<file path="src/rtl/mem_access_ctrl_pkg.sv">
// Shared encodings for the memory access sequencer: transfer sizes, error
// codes, read/write polarity and the FSM state type.
package mem_access_ctrl_pkg;

   localparam logic [1:0] SZ_BYTE  = 2'b00;
   localparam logic [1:0] SZ_HALF  = 2'b01;
   localparam logic [1:0] SZ_WORD  = 2'b10;
   localparam logic [1:0] SZ_DWORD = 2'b11;

   localparam logic [1:0] ERR_NONE    = 2'b00;
   localparam logic [1:0] ERR_ALIGN   = 2'b01;
   localparam logic [1:0] ERR_TIMEOUT = 2'b10;

   localparam logic RW_READ  = 1'b1;
   localparam logic RW_WRITE = 1'b0;

   typedef enum logic [2:0] {
      ST_IDLE     = 3'd0,
      ST_ISSUE    = 3'd1,
      ST_WAIT_MFC = 3'd2,
      ST_RELEASE  = 3'd3,
      ST_DONE     = 3'd4
   } state_t;

   // True when the low address bits do not match the natural alignment of size.
   function automatic logic misaligned(input logic [1:0] size, input logic [2:0] addr_low);
      logic bad;
      bad = 1'b0;
      case (size)
         SZ_HALF:  bad = addr_low[0];
         SZ_WORD:  bad = |addr_low[1:0];
         SZ_DWORD: bad = |addr_low;
         default:  bad = 1'b0;
      endcase
      return bad;
   endfunction

endpackage

</file>
<file path="src/rtl/mem_access_ctrl_load_extend.sv">
// Combinational load-data extension: byte and halfword results are sign- or
// zero-extended to the full data width; word and doubleword pass through.
module load_extend
   import mem_access_ctrl_pkg::*;
#(
   parameter int DATA_W = 32
) (
   input  logic [DATA_W-1:0] data,
   input  logic [1:0]        size,
   input  logic              sign_ext,
   output logic [DATA_W-1:0] result
);

   // Select the valid low bits and fill the rest with the sign bit or zeros.
   always_comb begin
      result = data;
      case (size)
         SZ_BYTE: result = {{(DATA_W-8){sign_ext & data[7]}}, data[7:0]};
         SZ_HALF: result = {{(DATA_W-16){sign_ext & data[15]}}, data[15:0]};
         default: result = data;
      endcase
   end

endmodule

</file>
<file path="src/rtl/mem_access_ctrl.sv">
// Sequencer between the control unit and the ram: accepts one load/store,
// checks alignment, drives and holds the ram request until mfc, splits
// doublewords into two word transfers, extends load data and reports
// completion with a done pulse plus an error code. A watchdog bounds the
// wait for mfc.
module mem_access_ctrl
   import mem_access_ctrl_pkg::*;
#(
   parameter int ADDR_W         = 9,
   parameter int DATA_W         = 32,
   parameter int TIMEOUT_CYCLES = 16
) (
   input  logic              clk,
   input  logic              reset,
   input  logic              req,
   input  logic              req_rw,
   input  logic [1:0]        req_size,
   input  logic              req_signed,
   input  logic [ADDR_W-1:0] req_addr,
   input  logic [DATA_W-1:0] req_wdata_lo,
   input  logic [DATA_W-1:0] req_wdata_hi,
   output logic              busy,
   output logic              done,
   output logic [1:0]        err,
   output logic [DATA_W-1:0] rdata_lo,
   output logic [DATA_W-1:0] rdata_hi,
   output logic              ram_enable,
   output logic              ram_read_write,
   output logic [1:0]        ram_data_length,
   output logic [ADDR_W-1:0] ram_address,
   output logic [DATA_W-1:0] ram_data_in,
   input  logic [DATA_W-1:0] ram_data_out,
   input  logic              ram_mfc,
   output state_t            fsm_state
);

   localparam int                WD_W      = $clog2(TIMEOUT_CYCLES + 1);
   localparam logic [WD_W-1:0]   WD_LAST   = WD_W'(TIMEOUT_CYCLES - 1);
   localparam logic [ADDR_W-1:0] WORD_STEP = ADDR_W'(4);

   state_t              state;
   logic                rw_q;
   logic [1:0]          size_q;
   logic                sign_q;
   logic                second_q;
   logic [ADDR_W-1:0]   addr_q;
   logic [DATA_W-1:0]   wdata_hi_q;
   logic [DATA_W-1:0]   cap_lo;
   logic [DATA_W-1:0]   cap_hi;
   logic [WD_W-1:0]     wd_cnt;
   logic [DATA_W-1:0]   ext_lo;

   assign fsm_state = state;

   load_extend #(.DATA_W(DATA_W)) u_load_extend (
      .data     (cap_lo),
      .size     (size_q),
      .sign_ext (sign_q),
      .result   (ext_lo)
   );

   // Transaction FSM: request latch, ram drive/hold, mfc capture with
   // watchdog, mfc release handshake and completion reporting.
   always_ff @(posedge clk or posedge reset) begin
      if (reset) begin
         state           <= ST_IDLE;
         rw_q            <= 1'b0;
         size_q          <= SZ_BYTE;
         sign_q          <= 1'b0;
         second_q        <= 1'b0;
         addr_q          <= '0;
         wdata_hi_q      <= '0;
         cap_lo          <= '0;
         cap_hi          <= '0;
         wd_cnt          <= '0;
         busy            <= 1'b0;
         done            <= 1'b0;
         err             <= ERR_NONE;
         rdata_lo        <= '0;
         rdata_hi        <= '0;
         ram_enable      <= 1'b0;
         ram_read_write  <= 1'b0;
         ram_data_length <= 2'b00;
         ram_address     <= '0;
         ram_data_in     <= '0;
      end else begin
         done <= 1'b0;
         case (state)
            ST_IDLE: begin
               if (req) begin
                  rw_q       <= req_rw;
                  size_q     <= req_size;
                  sign_q     <= req_signed;
                  addr_q     <= req_addr;
                  wdata_hi_q <= req_wdata_hi;
                  second_q   <= 1'b0;
                  busy       <= 1'b1;
                  if (misaligned(req_size, req_addr[2:0])) begin
                     // Rejected before any ram traffic.
                     err   <= ERR_ALIGN;
                     done  <= 1'b1;
                     state <= ST_DONE;
                  end else begin
                     err             <= ERR_NONE;
                     ram_enable      <= 1'b1;
                     ram_read_write  <= req_rw;
                     ram_data_length <= (req_size == SZ_DWORD) ? SZ_WORD : req_size;
                     ram_address     <= req_addr;
                     ram_data_in     <= req_wdata_lo;
                     state           <= ST_ISSUE;
                  end
               end
            end
            ST_ISSUE: begin
               wd_cnt <= '0;
               state  <= ST_WAIT_MFC;
            end
            ST_WAIT_MFC: begin
               if (ram_mfc) begin
                  if (second_q) cap_hi <= ram_data_out;
                  else          cap_lo <= ram_data_out;
                  ram_enable <= 1'b0;
                  state      <= ST_RELEASE;
               end else if (wd_cnt == WD_LAST) begin
                  // Give up on this transfer; any remaining dword half is skipped.
                  ram_enable <= 1'b0;
                  err        <= ERR_TIMEOUT;
                  done       <= 1'b1;
                  state      <= ST_DONE;
               end else begin
                  wd_cnt <= wd_cnt + 1'b1;
               end
            end
            ST_RELEASE: begin
               // Proceed only once mfc is low so a stale mfc cannot finish the next transfer.
               if (!ram_mfc) begin
                  if (size_q == SZ_DWORD && !second_q) begin
                     second_q    <= 1'b1;
                     ram_address <= addr_q + WORD_STEP;
                     ram_data_in <= wdata_hi_q;
                     ram_enable  <= 1'b1;
                     state       <= ST_ISSUE;
                  end else begin
                     if (rw_q == RW_READ) begin
                        rdata_lo <= ext_lo;
                        rdata_hi <= (size_q == SZ_DWORD) ? cap_hi : '0;
                     end
                     done  <= 1'b1;
                     state <= ST_DONE;
                  end
               end
            end
            ST_DONE: begin
               busy  <= 1'b0;
               state <= ST_IDLE;
            end
            default: state <= ST_IDLE;
         endcase
      end
   end

endmodule

</file>
<file path="config.mk">
export PLATFORM = sky130hd
export DESIGN_NAME = mem_access_ctrl
export DESIGN_NICKNAME = d
export VERILOG_FILES = /design/src/rtl/mem_access_ctrl_pkg.sv /design/src/rtl/mem_access_ctrl_load_extend.sv /design/src/rtl/mem_access_ctrl.sv
export SDC_FILE = /design/constraint.sdc
export NUM_CORES = 1
export LEC_CHECK = 0
export CORE_MARGIN = 5
export CORE_UTILIZATION = 35
export CTS_BUF_LIST = sky130_fd_sc_hd__clkbuf_4 sky130_fd_sc_hd__clkbuf_8 sky130_fd_sc_hd__clkbuf_16
export CTS_CLUSTER_SIZE = 12
export DETAILED_ROUTE_END_ITERATION = 10
export PLACE_DENSITY = 0.59
export REMOVE_ABC_BUFFERS = 1
export SETUP_SLACK_MARGIN = 0.02
export SLEW_MARGIN = 20
export SYNTH_ARGS = -nofsm -noshare
export SYNTH_HDL_FRONTEND = slang
export SYNTH_SLANG_ARGS = --single-unit
export TNS_END_PERCENT = 50
</file>
<file path="constraint.sdc">
create_clock -name clk -period 7.3 [get_ports clk]
set_input_delay 1.46 -clock clk [delete_from_list [all_inputs] [get_ports clk]]
set_output_delay 1.46 -clock clk [all_outputs]
set_load 0.1 [all_outputs]
</file>
==> results.md, run 1 <==
* Largest net degree at the start of global routing at between 100 and 150
* Die ar. at about 31000 um2
* Share of layout cells above drive strength 1 at about a fifth
* DP Wirelength at between 15000 and 20000 um
* CP max FO at 17
* Io pins at 229
* Min-delay worst type: register to register
* WP data arrival at between 2 and 2.5 ns
* Later-pin clock latency in the skew report at 0.53 ns
* Sink Count at approximately 230
* Commonest non-fill, non-tap cell in the layout: dfrtp_1
* Routed vias/inst at 4.749
* Drt wl/cell at 17.11 um
* CTS tree: built
* Sequence of cells on the critical path: clkdlybuf4s50_1
* Post-synth EDFFs at 0
* Crit path max-delay family: buffers and inverters
* Clock-pin slew on the worst setup and hold paths at 0.06 ns
* Cts repair resizes at 0
* Placer Congestion at between 0.7 and 0.8
* Crit Path Category: register to output pin
* Status: finished, final reports clean
* Synth async-reset ratio at 100.0%
* Initial antenna violation count at 0
* Placement Setup Slack at between 3 and 4 ns
* Initial Util at a little over a third
* Rows at 60
* H-tree levels at 1
* Core box area at 27100 um2
* Die Y at ~180 um
* Most frequent cells in the layout: 231 x dfrtp_1, 228 x clkdlybuf4s50_1, 155 x mux2_2
* Dominant synthesized flop cell: dfrtp_1
* Slowest stage cell, crit path: clkdlybuf4s50_1
* Worst path required time at around 5.8 ns
* Number of iterations in the first detailed-routing pass at 4
* Synth warn at 0
* Gate Count Post-Synth at 828
* Worst Skew at 0.01367 ns
* Synth area leaders: dfrtp_1 60%, mux2_2 18%, nand2_1 4.6%, o21ai_0 3.2%, a21oi_1 2.1%
* Clock Tree Buf Depth at 3
* CP Buf/Inv Count at 1
* Post-CTS Hold Fix Bufs at 0
* Routed WL at around 25000 um
* Total number of vias at 6825
* First-pass GRT wire length at ~39000 um
* CP Capture Type: output pin
* Fin crit period at approximately 4 ns
* Mean Syn Cell Area at between 10 and 15 um2
* Post-route clock period utilization at ~53%
* Post-route DRC at 0
* Final slew viol count at 0
* Max frequency at between 200 and 300 MHz
* Die width at roughly 180 um
* Worst Tran Pin Value at 1.088 ns
* Global Route Usage Sum at approximately 16%
* Layout area overhead at 36.90%
* GRT overflow at 0
* Slew Limit Headroom at a little over a quarter
* Cts bufs inserted at 27
* Post-Syn Area at ~9700 um2
* Nets at around 1200
* Setup WS post-layout at 3.411 ns
* Max stage delay on crit path at 1.24 ns
* Final hold vios at 0
* Root Driver: clkbuf_16
* Vias in the first global route at ~7000
* Count of final setup violators at 0
* Distinct cells, synth at 43
* RSZ-0062 raised after global routing: false
* Setup crit start kind: register
* Initial drt markers at 409
* Number of synthesized register bits at approximately 230
* Setup Fix Bufs, Post-CTS at 0
* Share of the synthesized area in the top cell type at about three fifths
* Final ANT Viol Nets at 0
* Max-Cap Viols at 0
* Post-synthesis sequential area ratio at 59.77%
* # port buffers at approximately 230
* Synth area leader: dfrtp_1
## routing by layer
metal | wire length, um | track usage [%] | up-vias
li1 | - | - | 3259
met1 | 10870 | 21.03 | 3311
met3 | 2668 | 6.381 | 28
met2 | 10640 | 23.93 | 227
met4 | 402 | 3.021 | 0
met5 | 0 | 0 | -
## final cells by class
cell class	instances	area, um2
Fill cell	2491	13860
Sequential cell	231	5781
Multi-Input combinational cell	505	3521
Timing Repair Buffer	238	2370
Clock buffer	41	818.3
Tap cell	372	465.4
Inverter	41	161.4
Clock inverter	8	121.4
Antenna cell	1	2.502
## worst paths after layout
kind                                     startpoint                         to  slack [ns]  depth (start not counted)
setup / recovery           fsm_state[1]$_DFFE_PP0P_               fsm_state[1]        3.41                          1
hold / removal                cap_hi[4]$_DFFE_PP0P_    rdata_hi[4]$_DFFE_PP0P_        0.49                          2
setup reg to reg           fsm_state[1]$_DFFE_PP0P_      cap_hi[3]$_DFFE_PP0P_        4.29                          3
hold reg to reg               cap_hi[4]$_DFFE_PP0P_    rdata_hi[4]$_DFFE_PP0P_        0.49                          2
max in group asynchronous                     reset     cap_hi[15]$_DFFE_PP0P_        4.66                          3
min in group asynchronous                     reset  wdata_hi_q[4]$_DFFE_PP0P_        1.39                          2
## synthesized netlist by cell type (2+ instances only)
master	instances
ha_1	3
a31oi_1	12
inv_1	41
mux2_1	3
a21oi_1	41
mux2i_1	2
mux2_2	155
or3_1	2
dfrtp_1	231
o21ai_0	61
nor3b_1	3
xor2_1	2
nor2_1	36
nand2_1	119
clkbuf_1	21
and3b_1	2
and3_1	2
nand3_1	40
buf_2	25
buf_6	4
## state kept, by name, indices dropped and copies added (netlist names), 2 cells and up
name / flops
fsm_state: 3
wdata_hi_q: 32
ram_data_in: 32
cap_lo: 32
ram_data_length: 2
err: 2
addr_q: 9
size_q: 2
ram_address: 9
cap_hi: 32
wd_cnt: 5
rdata_hi: 32
rdata_lo: 32
## through the flow
| step | instances | cell area (um2) | util, % | hold WS (ns) | TNS [ns] |
|---|---|---|---|---|---|
| global route | 1436 | 13240 | 48.85 | 0.5155 | 0 |
| finish | 1437 | 13240 | 48.86 | 0.4917 | 0 |
| floorplan | 777 | 9418 | - | 0.4498 | -114.64 |
| global placement | 1387 | 12290 | 45.36 | 0.4627 | 0 |
| CTS | 1436 | 13240 | 48.85 | 0.4918 | 0 |
| detailed placement | 1387 | 12300 | 45.38 | 0.4784 | 0 |
## cells by family after synthesis
family / synth area share [%]
AO/OA/AOI/OAI: 7.012
AND/OR/NAND/NOR: 9.741
multiplexers: 18.60
flip-flops: 59.77
adder cells (fa/ha/maj): 0.3881
buffers and inverters: 4.217
XOR/XNOR: 0.2717
Power of run 1 is left out: the tool's default activity adds up to more than one toggle a clock period on the data nets, which glitch-free logic cannot reach.
==> run 2, diff against run 1 <==
--- a/config.mk
+++ b/config.mk
@@ -10,7 +10,7 @@
 export CTS_BUF_LIST = sky130_fd_sc_hd__clkbuf_4 sky130_fd_sc_hd__clkbuf_8 sky130_fd_sc_hd__clkbuf_16
 export CTS_CLUSTER_SIZE = 12
 export DETAILED_ROUTE_END_ITERATION = 10
-export PLACE_DENSITY = 0.59
+export PLACE_DENSITY = 0.57
 export REMOVE_ABC_BUFFERS = 1
 export SETUP_SLACK_MARGIN = 0.02
 export SLEW_MARGIN = 20
==> constraint.sdc (replaced) <==
create_clock -name clk -period 3.97 [get_ports clk]
set_input_delay 0.794 -clock clk [delete_from_list [all_inputs] [get_ports clk]]
set_output_delay 0.794 -clock clk [all_outputs]
set_load 0.1 [all_outputs]
==> results.md, run 2 (synthesized netlist as in run 1, its figures left out) <==
* Slowest stage cell, crit path: clkdlybuf4s50_1 (unchanged)
* Worst Tran Pin Value at 1.064 ns (was 1.088 ns)
* Routed vias/inst at 4.761 (was 4.749)
* Commonest non-fill, non-tap cell in the layout: dfrtp_1 (unchanged)
* Routed WL at 24710 um (was 24590 um)
* Inserted Diodes at 0 (was 1)
* Clock Tree Buf Depth at 3 (unchanged)
* Setup crit start kind: register (unchanged)
* Min-delay worst type: register to register (unchanged)
* Largest net degree at the start of global routing at 121 (was 143)
* Slew Limit Headroom at 28.83% (was 27.24%)
* Final Non-Filler Cells at 1442 (was 1437)
* Number of iterations in the first detailed-routing pass at 4 (unchanged)
* Status: finished, final reports clean (unchanged)
* Max frequency at 318.1 MHz
* CP max FO at 13 (was 17)
* Max stage delay on crit path at 1.22 ns (was 1.24 ns)
* Setup Fix Bufs, Post-CTS at 0 (unchanged)
* Crit Path Category: register to output pin (unchanged)
* Worst Skew at 0.01350 ns (was 0.01367 ns)
* Final hold vios at 0 (unchanged)
* Total number of vias at 6865 (was 6825)
* Final ANT Viol Nets at 0 (unchanged)
* Sink Count at 231 (unchanged)
* Share of layout cells above drive strength 1 at 21.50% (was 21.15%)
* Placer Congestion at 0.7547 (was 0.7576)
* Initial antenna violation count at 1 (was 0)
* Worst path required time at 3.18 ns (was 5.84 ns)
* Io pins at 229 (unchanged)
* WP data arrival at 2.35 ns (was 2.43 ns)
* Setup WS post-layout at 0.8264 ns (was 3.411 ns)
* Sequence of cells on the critical path: clkdlybuf4s50_1 (unchanged)
* Drt wl/cell at 17.13 um (was 17.11 um)
* RSZ-0062 raised after global routing: false (unchanged)
* CTS tree: built (unchanged)
* Root Driver: clkbuf_16 (unchanged)
* Clock-pin slew on the worst setup and hold paths at 0.06 ns (about the same)
* Initial drt markers at 316 (was 409)
* Nets at 1167 (was 1160)
* # port buffers at 228 (unchanged)
* Vias in the first global route at 7149 (was 6979)
* Placed cells at 1395 (was 1387)
* Cts repair resizes at 0 (unchanged)
* Crit path max-delay family: buffers and inverters (unchanged)
* DP Wirelength at 16240 um (was 15940 um)
* Die width at 176.2 um (unchanged)
* Post-CTS Hold Fix Bufs at 0 (unchanged)
* Global Route Usage Sum at 15.67% (was 15.59%)
* CP Capture Type: output pin (unchanged)
* CP Buf/Inv Count at 1 (unchanged)
* Placement Setup Slack at 0.9745 ns (was 3.098 ns)
* GRT overflow at 0 (unchanged)
* Die Y at 176.2 um (unchanged)
* Post-route DRC at 0 (unchanged)
* Core Util, Final at 49.34% (was 48.86%)
* First-pass GRT wire length at 39760 um (was 39320 um)
* Rows at 60 (unchanged)
* H-tree levels at 1 (unchanged)
* Max-Cap Viols at 0 (unchanged)
* Layout area overhead at 38.27% (was 36.90%)
* Initial Util at 35.69% (unchanged)
* Later-pin clock latency in the skew report at 0.51 ns (was 0.53 ns)
* Post-route clock period utilization at between 70% and 80%
* Cts bufs inserted at 26 (was 27)
* Final slew viol count at 0 (unchanged)
* Count of final setup violators at 0 (unchanged)
* Fin crit period at 3.144 ns
* Core box area at 27100 um2 (unchanged)
* Die ar. at 31060 um2 (unchanged)
* Most frequent cells in the layout: 231 x dfrtp_1, 228 x clkdlybuf4s50_1, 155 x mux2_2 (unchanged)
## run 2: cell count changes in the layout (fill, tap and decap cells not counted)
cell	before	now
clkbuf_4	8	7
buf_4	9	12
buf_12	1	6
clkbuf_8	6	7
clkinv_2	3	1
nor3b_1	1	2
diode_2	1	0
bufinv_16	3	4
nor3b_2	2	1
inv_6	1	0
## run 2: per-layer routing
| metal | part of all wire [%] | track usage, % |
|---|---|---|
| met1 | 45 | 21.62 |
| met4 | 1.3 | 2.664 |
| met3 | 11 | 6.510 |
| met5 | 0.045 | 0 |
| met2 | 43 | 23.61 |
## run 2: worst paths after layout
path / from / end / slack [ns] / cells past startpoint
max: fsm_state[2]$_DFFE_PP0P_ / fsm_state[2] / 0.83 / 1
min: wd_cnt[4]$_DFFE_PP0P_ / wd_cnt[4]$_DFFE_PP0P_ / 0.48 / 2
max reg2reg: wd_cnt[0]$_DFFE_PP0P_ / ram_data_in[15]$_DFFE_PP0P_ / 1.41 / 8
min reg2reg: wd_cnt[4]$_DFFE_PP0P_ / wd_cnt[4]$_DFFE_PP0P_ / 0.48 / 2
max in group asynchronous: reset / cap_lo[8]$_DFFE_PP0P_ / 2.42 / 3
min in group asynchronous: reset / wdata_hi_q[23]$_DFFE_PP0P_ / 0.79 / 2
## run 2: layout make-up
cell class,instances,area [um2]
clock buffer,41,824.5
clock inverter,6,132.6
fill,2529,13730
inverter,41,161.4
multi-input combinational,505,3516
sequential,231,5781
tap,372,465.4
timing repair buffer,246,2492
## run 2: stage by stage
step / cell area [um2] / setup TNS (ns) / hold slack, ns
after detailed placement: 12420 / 0 / 0.4723
final: 13370 / 0 / 0.4794
after global routing: 13370 / 0 / 0.5019
after CTS: 13370 / 0 / 0.4860
after floorplan: 9418 / -1073.01 / 0.4498
after global placement: 12420 / 0 / 0.4665
Power of run 2 is left out for the same reason.
